--- config.mk ---
export PLATFORM = sky130hd
export DESIGN_NAME = pwm_capture
export DESIGN_NICKNAME = d
export VERILOG_FILES = /design/src/rtl/pwm_capture.sv
export SDC_FILE = /design/constraint.sdc
export NUM_CORES = 1
export LEC_CHECK = 0
export CAP_MARGIN = 30
export CELL_PAD_IN_SITES_DETAIL_PLACEMENT = 0
export CELL_PAD_IN_SITES_GLOBAL_PLACEMENT = 1
export CORE_MARGIN = 10
export CORE_UTILIZATION = 49
export DETAILED_ROUTE_END_ITERATION = 16
export PLACE_DENSITY = 0.92
export SKIP_CTS_REPAIR_TIMING = 1
export SLEW_MARGIN = 20
export SYNTH_ARGS = -nofsm -noshare
export SYNTH_HDL_FRONTEND = slang
export SYNTH_SLANG_ARGS = --single-unit
--- constraint.sdc ---
create_clock -name clk -period 4.7 [get_ports clk]
set_input_delay 0.47 -clock clk [delete_from_list [all_inputs] [get_ports clk]]
set_output_delay 0.47 -clock clk [all_outputs]
set_load 0.01 [all_outputs]
--- src/rtl/pwm_capture.sv ---
// PWM receiver: measures period and high time (in clk cycles) of each complete
// cycle of an asynchronous input, with stuck-high / stuck-low timeout detection.
module pwm_capture #(
  parameter int CNT_W       = 16,
  parameter int SYNC_STAGES = 2,
  parameter int TIMEOUT     = 65535
) (
  input  logic             clk,
  input  logic             rst,
  input  logic             pwm_in,
  output logic [CNT_W-1:0] period,
  output logic [CNT_W-1:0] high_time,
  output logic             valid,
  output logic             stuck_high,
  output logic             stuck_low,
  output logic [1:0]       dbg_state
);

  typedef enum logic [1:0] {
    WAIT_LOW = 2'd0,
    ARM      = 2'd1,
    MEAS     = 2'd2
  } state_t;

  localparam int                 FLUSH_W    = $clog2(SYNC_STAGES + 2);
  localparam logic [FLUSH_W-1:0] FLUSH_LAST = FLUSH_W'(SYNC_STAGES + 1);
  localparam logic [CNT_W-1:0]   CNT_MAX    = '1;
  localparam logic [CNT_W-1:0]   TO_LAST    = CNT_W'(TIMEOUT - 1);

  logic [SYNC_STAGES-1:0] r_sync;
  logic                   r_s_d;
  logic                   r_rise;
  logic                   r_fall;
  logic [FLUSH_W-1:0]     r_flush;
  state_t                 r_state;
  logic [CNT_W-1:0]       r_cnt;
  logic [CNT_W-1:0]       r_hi;
  logic [CNT_W-1:0]       r_to;
  logic [CNT_W-1:0]       r_period;
  logic [CNT_W-1:0]       r_high;
  logic                   r_frozen;
  logic                   r_valid;
  logic                   r_stuck_high;
  logic                   r_stuck_low;

  logic w_s;
  logic w_flushed;

  assign w_s       = r_sync[SYNC_STAGES-1];
  assign w_flushed = (r_flush == FLUSH_LAST);

  // Edge pulses are registered, so r_s_d is the level aligned with r_rise/r_fall.
  // r_flush marks when r_s_d holds a real sample rather than a reset zero.
  always_ff @(posedge clk or posedge rst) begin
    if (rst) begin
      r_sync  <= '0;
      r_s_d   <= 1'b0;
      r_rise  <= 1'b0;
      r_fall  <= 1'b0;
      r_flush <= '0;
    end else begin
      r_sync <= {r_sync[SYNC_STAGES-2:0], pwm_in};
      r_s_d  <= w_s;
      r_rise <= w_s & ~r_s_d;
      r_fall <= ~w_s & r_s_d;
      if (!w_flushed) r_flush <= r_flush + 1'b1;
    end
  end

  // valid is a one-clock strobe; period/high_time hold until the next strobe.
  always_ff @(posedge clk or posedge rst) begin
    if (rst) begin
      r_state      <= WAIT_LOW;
      r_cnt        <= '0;
      r_hi         <= '0;
      r_to         <= '0;
      r_period     <= '0;
      r_high       <= '0;
      r_frozen     <= 1'b0;
      r_valid      <= 1'b0;
      r_stuck_high <= 1'b0;
      r_stuck_low  <= 1'b0;
    end else begin
      r_valid <= 1'b0;
      if (r_state == WAIT_LOW) begin
        if (w_flushed && !r_s_d) begin
          r_state <= ARM;
          r_to    <= '0;
        end
      end else if (r_rise) begin
        // A rise on the timeout clock wins: publish and skip the stuck flag.
        if (r_state == MEAS) begin
          r_period <= r_cnt;
          r_high   <= r_hi;
          r_valid  <= 1'b1;
        end
        r_cnt        <= CNT_W'(1);
        r_hi         <= CNT_W'(1);
        r_frozen     <= 1'b0;
        r_to         <= '0;
        r_stuck_high <= 1'b0;
        r_stuck_low  <= 1'b0;
        r_state      <= MEAS;
      end else if (r_to == TO_LAST) begin
        r_to <= '0;
        if (r_s_d) begin
          r_stuck_high <= 1'b1;
          r_state      <= WAIT_LOW;
        end else begin
          r_stuck_low <= 1'b1;
          r_state     <= ARM;
        end
      end else begin
        r_to <= r_to + 1'b1;
        if (r_state == MEAS) begin
          if (r_cnt != CNT_MAX) r_cnt <= r_cnt + 1'b1;
          if (r_fall) r_frozen <= 1'b1;
          else if (r_s_d && !r_frozen && (r_hi != CNT_MAX)) r_hi <= r_hi + 1'b1;
        end
      end
    end
  end

  assign period     = r_period;
  assign high_time  = r_high;
  assign valid      = r_valid;
  assign stuck_high = r_stuck_high;
  assign stuck_low  = r_stuck_low;
  assign dbg_state  = r_state;

endmodule

# Yosys cells after proc, flatten, opt, wreduce, memory -nomap -nowiden
# Index checks and enable logic that the tools add are counted.
[totals] register_bits=93 input_bits=3 output_inout_bits=37
[classes] addsub=4 n_eq_ne=9 n_mux=31 bitwise_logic=5 reduce_logical=20
[ops] op="$mux W16" count=13
[ops] op="$add A16 B1 Y16 const B" count=3
[ops] op="$ne A16 B16 Y1 const B" count=2
[ops] op="$eq A16 B16 Y1 const B" count=1
[ops] op="$mux W1" count=14
[ops] op="$reduce_bool A2 Y1" count=6
[ops] op="$reduce_and A3 Y1" count=3
[ops] op="$mux W2" count=4
[ops] op="$reduce_and A4 Y1" count=2
[ops] op="$reduce_and A5 Y1" count=1
[ops] op="$eq A2 B2 Y1 const B" count=2
[ops] op="$ne A2 B1 Y1 const B" count=2
[ops] op="$ne A2 B2 Y1 const B" count=2
[ops] op="$logic_and A1 B1 Y1" count=3
[ops] op="$not A1 Y1" count=3
[ops] op="$reduce_bool A3 Y1" count=1
[ops] op="$add A2 B1 Y2 const B" count=1
[ops] op="$and A1 B1 Y1" count=2
[ops] op="$logic_not A1 Y1" count=2
[ops] op="$logic_not A2 Y1" count=1
[ops] op="$reduce_and A2 Y1" count=1

# Depth between registers and ports, before layout
# Gate-level depths: netlist (run 1).
[depth] depth_word=8 depth_mapped=9

# Worst setup path after synthesis (run 1)
# Ideal clock, no wire load.
[synth_timing] path_type="reg2reg" start="register r_state[0], in the netlist dbg_state[0]" end="register r_hi[2]" setup_ns=0.063 arrival_time_ns=1.904 required_ns=4.637 path_slack_ns=2.733 stages_incl_launch_ff=8 path_buffers=3 cell_sequence="dfrtp_1 > buf_6 > or4b_4 > or3_1 > buf_2 > buf_6 > nor3b_2 > o22a_2"
[synth_between] elab_chain_len=3 elab_cells_between_ends=5
[synth_rtl] element="from (decl)" line_no="35" text="state_t r_state;"
[synth_rtl] element="from (signal assigned)" line_no="73" text="r_state <= WAIT_LOW;"
[synth_rtl] element="from (signal assigned)" line_no="87" text="r_state <= ARM;"
[synth_rtl] element="from (signal assigned)" line_no="103" text="r_state <= MEAS;"
[synth_rtl] element="$eq A2 B2 Y1 or $logic_not A2 Y1 (tied branches)" line_no="115, 85"
[synth_rtl] element="$reduce_bool A2 Y1 (no source line) or $not A1 Y1 (tied branches)"
[synth_rtl] element="$reduce_and A5 Y1 (no source line) (*)"
[synth_rtl] element="to (signal assigned)" line_no="118" text="else if (r_s_d && !r_frozen && (r_hi != CNT_MAX)) r_hi <= r_hi + 1'b1;"
[synth_rtl] element="to (decl)" line_no="37" text="logic [CNT_W-1:0] r_hi;"
# Mark *: on every way between the ends. The rest lies on a longest branch, timed or not.
# A chain may end at the register's enable or synchronous reset.

# Worst setup path after layout (run 1)
[layout_timing] start="register r_to[0]" end="register r_hi[1]"
[layout_between] elab_chain_len=3
[layout_rtl] element="from (decl)" line_no="38" text="logic [CNT_W-1:0] r_to;"
[layout_rtl] element="from (signal assigned)" line_no="114" text="r_to <= r_to + 1'b1;"
[layout_rtl] element="$eq A16 B16 Y1" line_no="104" text="end else if (r_to == TO_LAST) begin"
[layout_rtl] element="$ne A2 B2 Y1 (no source line)"
[layout_rtl] element="$reduce_and A5 Y1 (no source line)"
# Every way passes these cells.

==> results.md, run 1 <==
* Max-slew violations at 0
* Worst skew pair latency at 0.36 ns
* RSZ-0062 raised after global routing: no
* Vias per inst at between 5 and 6
* WP data arrival at 2.81 ns
* First-pass GRT wire length at 16.41 mm
* CTS tree: done
* Max Clk Rate at between 300 and 400 MHz
* CP max FO at 15
* Final ANT Viol Nets at 0
* Final nets at about 470
* EDFF count, synth at 0
* Clock sinks at 93
* Diode count at 0
* Hold/Removal Path Class: in -> async
* # rows at 34
* DP Area at a little under 5000 um^2
* Syn Nets at between 400 and 500
* Clock root buffer: clkbuf_8
* Initial antenna violation count at 0
* R2r setup slk at 2.13 ns
* Syn Area/Cell at 10.57 um^2
* Max-Cap Viols at 0
* Top-count cell post-synth: dfrtp_1
* Area Growth Syn to Fin at 14.26%
* CORE AREA at 8848 um^2
* Largest area contributor in the netlist: dfrtp_1
* Slew @ Worst Pin at about 0.7 ns
* Synth Cell Area at approximately 4500 um^2
* Die W at 115.9 um
* Crit end category: flop
* 1st-iter DRT viols at between 200 and 300
* Num CTS Buffers at 9
* Status: finished, final reports clean
* Overall Global Routing Usage at between 10% and 20%
* Die H at 115.9 um
* GRT overflow at 0
* Cells after synthesis at 426
* Final hold vios at 0
* Proportion of layout cells with a drive suffix above 1 at 15.05%
* Final Cycle Share at 54.65%
* WS Path Type: reg -> reg
* Number of port buffers at 39
* Netlist cell types at 62
* Worst path max stage delay at slightly below 0.6 ns
* Post-synth ARST share at 100.0%
* Primary FF master, synth: dfrtp_1
* Worst Setup Start Kind: flop
* Power per Cell Area at 336.8 nW/um^2
* Peak VDD IR at 0.0001837 V
* CTS Buffer Depth at 2
* Clock-pin slew on the worst setup and hold paths at 0.09 ns
* Crit path cell chain: inv_1 -> ha_1 -> nand4_1 -> nor4_4 -> nor2_1 -> o21ai_2 -> mux2_2
* Setup Viol. Count Final at 0
* Largest net degree at the start of global routing at 54
* Slowest stage cell, crit path: o21ai_2
* Iteration count of the initial detailed-routing pass at 4
* Synth Register Bits at between 90 and 100
* Slew headroom at 51.89%
* Synth top area cells: dfrtp_1 (52%), mux2_2 (7.8%), o21ai_0 (4.0%)
* Synth Warn # at 0
* Most frequent cells after synthesis: dfrtp_1 (93), o21ai_0 (36), nand2_1 (35)
* Fin Clk Skew at 0.01297 ns
* Final worst path period need at about 2.6 ns
* DP Wirelength at 6.743 mm
* Critical path data required time at a little under 5 ns
* H-tree levels at 3
* Initial Util at 50.88%
* DR vias at roughly 3.4k
* Fin Setup TNS at 0 ns
* Vias in the first global route at 3394
* Final instance area at 5144 um^2
* Post-synth top area share at roughly half
* Sequential area share after synthesis at 51.70%
* WL/cell at approximately 17 um
* Placer Congestion at ~0.86
* LEAKAGE at 0.002253 uW
* IO Count at 40
* Residual DRC count at 0
* Routed WL at 9.505 mm
* DIE AREA at 13420 um^2
[metrics by stage]
stage	power, uW	hold slack [ns]	setup WS, ns	util [%]	cells
floorplan	1136	0.3312	1.810	-	426
CTS	1744	0.3610	2.116	57.90	572
finish	1732	0.3251	2.132	58.13	573
global placement	1246	0.3329	2.265	55.83	555
global route	1834	0.3120	1.898	58.13	573
detailed placement	1264	0.3395	2.123	55.91	556
[worst max-delay path, delay by kind of cell (launching register included)]
family          cells  cell delay [ns]
fa+ha+maj           1             0.14
flops               1             0.44
simple gates        3             0.81
compound gates      1             0.58
buf+inv             1             0.09
mux                 1             0.40
[final cells by class]
class                      instances  area, um^2
clock inverter                     5       35.03
inverter                          10       38.79
multi-input combinational        302        2026
timing repair buffer              44       440.4
sequential                        93        2327
tap                              108       135.1
fill                             736        3705
clock buffer                      11       141.4
[path summary, 6_finish.rpt]
| check | startpoint | end | depth (start not counted) |
|---|---|---|---|
| worst max-delay path | r_to[0] | r_hi[1] | 7 |
| worst min-delay path | rst | r_flush[0] | 2 |
| worst max register to register | r_to[0] | r_hi[1] | 7 |
| worst min register to register | r_sync[0] | r_sync[1] | 0 |
| max in group asynchronous | rst | period[7] | 3 |
| min in group clk | r_sync[0] | r_sync[1] | 0 |
[routing by layer]
layer	GRT usage [%]	vias to the layer above	routed length, um
met5	0	-	0
met4	5.338	0	146
met3	3.463	12	576
met2	24.61	83	4577
met1	18.64	1641	4205
li1	-	1624	-
[cell usage in the layout, fill, tap and decap left out, drive strengths merged, types with 5 or more instances in the layout]
master and instances:
dfrtp 93, clkdlybuf4s50 39, o21ai 38, nand2 35
nor2 32, mux2 31, nand3 19, nor3 16
nand4 13, o22a 12, clkbuf 11, inv 10
nor4 10, nor2b 9, and3 8, a21oi 7
xor2 6, or3 5, ha 5, or4 5
buf 5
[registers in the layout (all words and copies together), names as in the netlist]
name and cells:
high_time 16, period 16, r_cnt 16, r_hi 16, r_to 16, dbg_state 2
r_flush 2, r_sync 2, r_fall 1, r_frozen 1, r_rise 1, r_s_d 1
stuck_high 1, stuck_low 1, valid 1
[report_power, final]
group | total, uW | switching [uW] | internal [uW]
registers | 963 | 87.1 | 876
logic | 284 | 136 | 149
clock network | 485 | 277 | 208
[logic make-up (layout without fill, tap and decap cells)]
kind of cell | count (synthesis) | count (layout) | synth area share, %
buffers and inverters | 31 | 70 | 3.307
adders and majority gates | 5 | 5 | 1.390
AOI/OAI and AO/OA | 84 | 84 | 12.48
and+or+nand+nor | 170 | 170 | 20.98
xor gates and xnor gates | 10 | 10 | 1.945
DFF | 93 | 93 | 51.70
muxes | 33 | 33 | 8.199
Power figures use the tool's default switching activity.
==> run 2, diff against run 1 <==
Settings changed: CORE_UTILIZATION 49 to 46, PLACE_DENSITY 0.92 to 0.87.
Clock period 4.7 ns to 2.4 ns, I/O delays scaled along.
==> results.md, run 2 (synthesis gave the netlist of run 1 again) <==
* Setup Viol. Count Final at 0 (unchanged)
* Die W at 118.9 um (+2.7%)
* Worst skew pair latency at 0.36 ns (about the same)
* Final worst path period need at 2.129 ns (-0.4398 ns)
* Status: finished, final reports clean
* Die H at 118.9 um (+2.7%)
* Residual DRC count at 0 (unchanged)
* Fin worst setup slack at 0.2713 ns (-1.860 ns)
* 1st-iter DRT viols at 266 (+3.9%)
* Final nets at 483 (+3.2%)
* Slew headroom at 58.87% (+7.0 points)
* Final hold vios at 0 (unchanged)
* DIE AREA at 14140 um^2 (+5.4%)
* CP max FO at 11 (-4)
* Dpl ws at 0.2753 ns (-1.847 ns)
* IO Count at 40 (unchanged)
* Metal2 WL at 4.313 mm (-5.8%)
* Iteration count of the initial detailed-routing pass at 5 (+1)
* RSZ-0062 raised after global routing: no
* WP data arrival at 2.37 ns (-0.44 ns)
* Most common cell after layout, fill and taps aside: dfrtp_1
* DP Wirelength at 6.790 mm (+0.69%)
* Diode count at 0 (unchanged)
* CTS Buffer Depth at 2 (unchanged)
* Fin Setup TNS at 0 ns (unchanged)
* Crit end category: flop
* # rows at 36 (+5.9%)
* Final ANT Viol Nets at 0 (unchanged)
* Vias in the first global route at 3347 (-1.4%)
* Placer Congestion at 0.8576 (+0.20%)
* DP Area at 5126 um^2 (+3.6%)
* Max layer used: met4
* Clock-pin slew on the worst setup and hold paths at 0.08 ns (about the same)
* Hold/Removal Path Class: in -> async
* Fin Clk Skew at 0.008062 ns (-0.004910 ns)
* Overall Global Routing Usage at 13.73% (-1.1 points)
* WL/cell at 15.44 um (-6.9%)
* Vias per inst at 5.662 (-3.4%)
* Area Growth Syn to Fin at 18.37%
* WS Path Type: reg -> reg
* Most frequent cells in the layout: dfrtp_1 (93), clkdlybuf4s50_1 (39), o21ai_0 (36)
* Met3 routed wirelength at 440 um (-24%)
* LEAKAGE at 0.002341 uW (+3.9%)
* Peak VDD IR at 0.0003792 V (+110%)
* CORE AREA at 9639 um^2 (+8.9%)
* Clock sinks at 93 (unchanged)
* Slew @ Worst Pin at 0.6124 ns (-0.1066 ns)
* Initial antenna violation count at 0 (unchanged)
* Max Clk Rate at 469.8 MHz (+21%)
* CTS tree: done
* Largest net degree at the start of global routing at 40 (-26%)
* Max-slew violations at 0 (unchanged)
* Final instance area at 5329 um^2 (+3.6%)
* Fill count at 844 (+15%)
* DR vias at 3471 (+3.3%)
* Clock root buffer: clkbuf_8
* Proportion of layout cells with a drive suffix above 1 at 17.50% (+2.4 points)
* First-pass GRT wire length at 16.49 mm (+0.51%)
* Num CTS Buffers at 9 (unchanged)
* Worst Setup Start Kind: flop
* Max-Cap Viols at 0 (unchanged)
* Routed WL at 9.467 mm (-0.40%)
* Final Cycle Share at 88.69% (+34 points)
* GRT overflow at 0 (unchanged)
* Met1 wire length at 4.574 mm (+8.8%)
* H-tree levels at 3 (unchanged)
* Critical path data required time at 2.64 ns (-2.31 ns)
* Initial Util at 46.70% (-4.2 points)
* Power per Cell Area at 662.3 nW/um^2 (+97%)
* Number of port buffers at 39 (unchanged)
## run 2: metal layers
metal,track usage (%),vias to the layer above
met5,0,-
met2,21.56,73
met3,2.976,12
li1,-,1648
met4,4.809,0
met1,18.36,1738
## run 2: critical path: stages, from the launching register on
cell and delay (ns):
dfrtp_1 0.43, inv_1 0.07, ha_1 0.14, nand4_1 0.16, nor4_4 0.50, or3_1 0.23, buf_4 0.15, nor2_1 0.04
a221o_1 0.28
## run 2: final timing paths
check                                endpoint      start  cells past startpoint  slack (ns)
worst max-delay path                 r_hi[15]    r_to[0]                      8        0.27
worst min-delay path            high_time[15]        rst                      2        0.31
worst max register to register       r_hi[15]    r_to[0]                      8        0.27
worst min register to register      r_sync[1]  r_sync[0]                      0        0.35
max in group asynchronous             r_to[8]        rst                      3        1.52
min in group clk                    r_sync[0]     pwm_in                      1        0.32
## run 2: per-stage QoR
step	total power [uW]	instances	util, %	hold slack, ns
detailed placement	2500	597	53.18	0.3373
global placement	2481	597	53.18	0.3341
finish	3529	613	55.28	0.3108
floorplan	2226	426	-	0.2714
global route	3712	613	55.28	0.3139
CTS	3563	613	55.28	0.3164
## run 2: final cells by class
| class | instances | area, um^2 | area share [%] |
|---|---|---|---|
| Sequential cell | 93 | 2327 | 43.67 |
| Multi-Input combinational cell | 302 | 2026 | 38.01 |
| Timing Repair Buffer | 59 | 565.5 | 10.61 |
| Tap cell | 133 | 166.4 | 3.123 |
| Clock buffer | 13 | 158.9 | 2.982 |
| Clock inverter | 3 | 43.79 | 0.8218 |
| Inverter | 10 | 41.29 | 0.7748 |
## run 2: power by group
part | total, uW | internal (uW) | switching (uW)
clock | 1070 | 540 | 530
sequential | 1870 | 1720 | 151
combinational | 593 | 317 | 276
total | 3530 | 2570 | 957
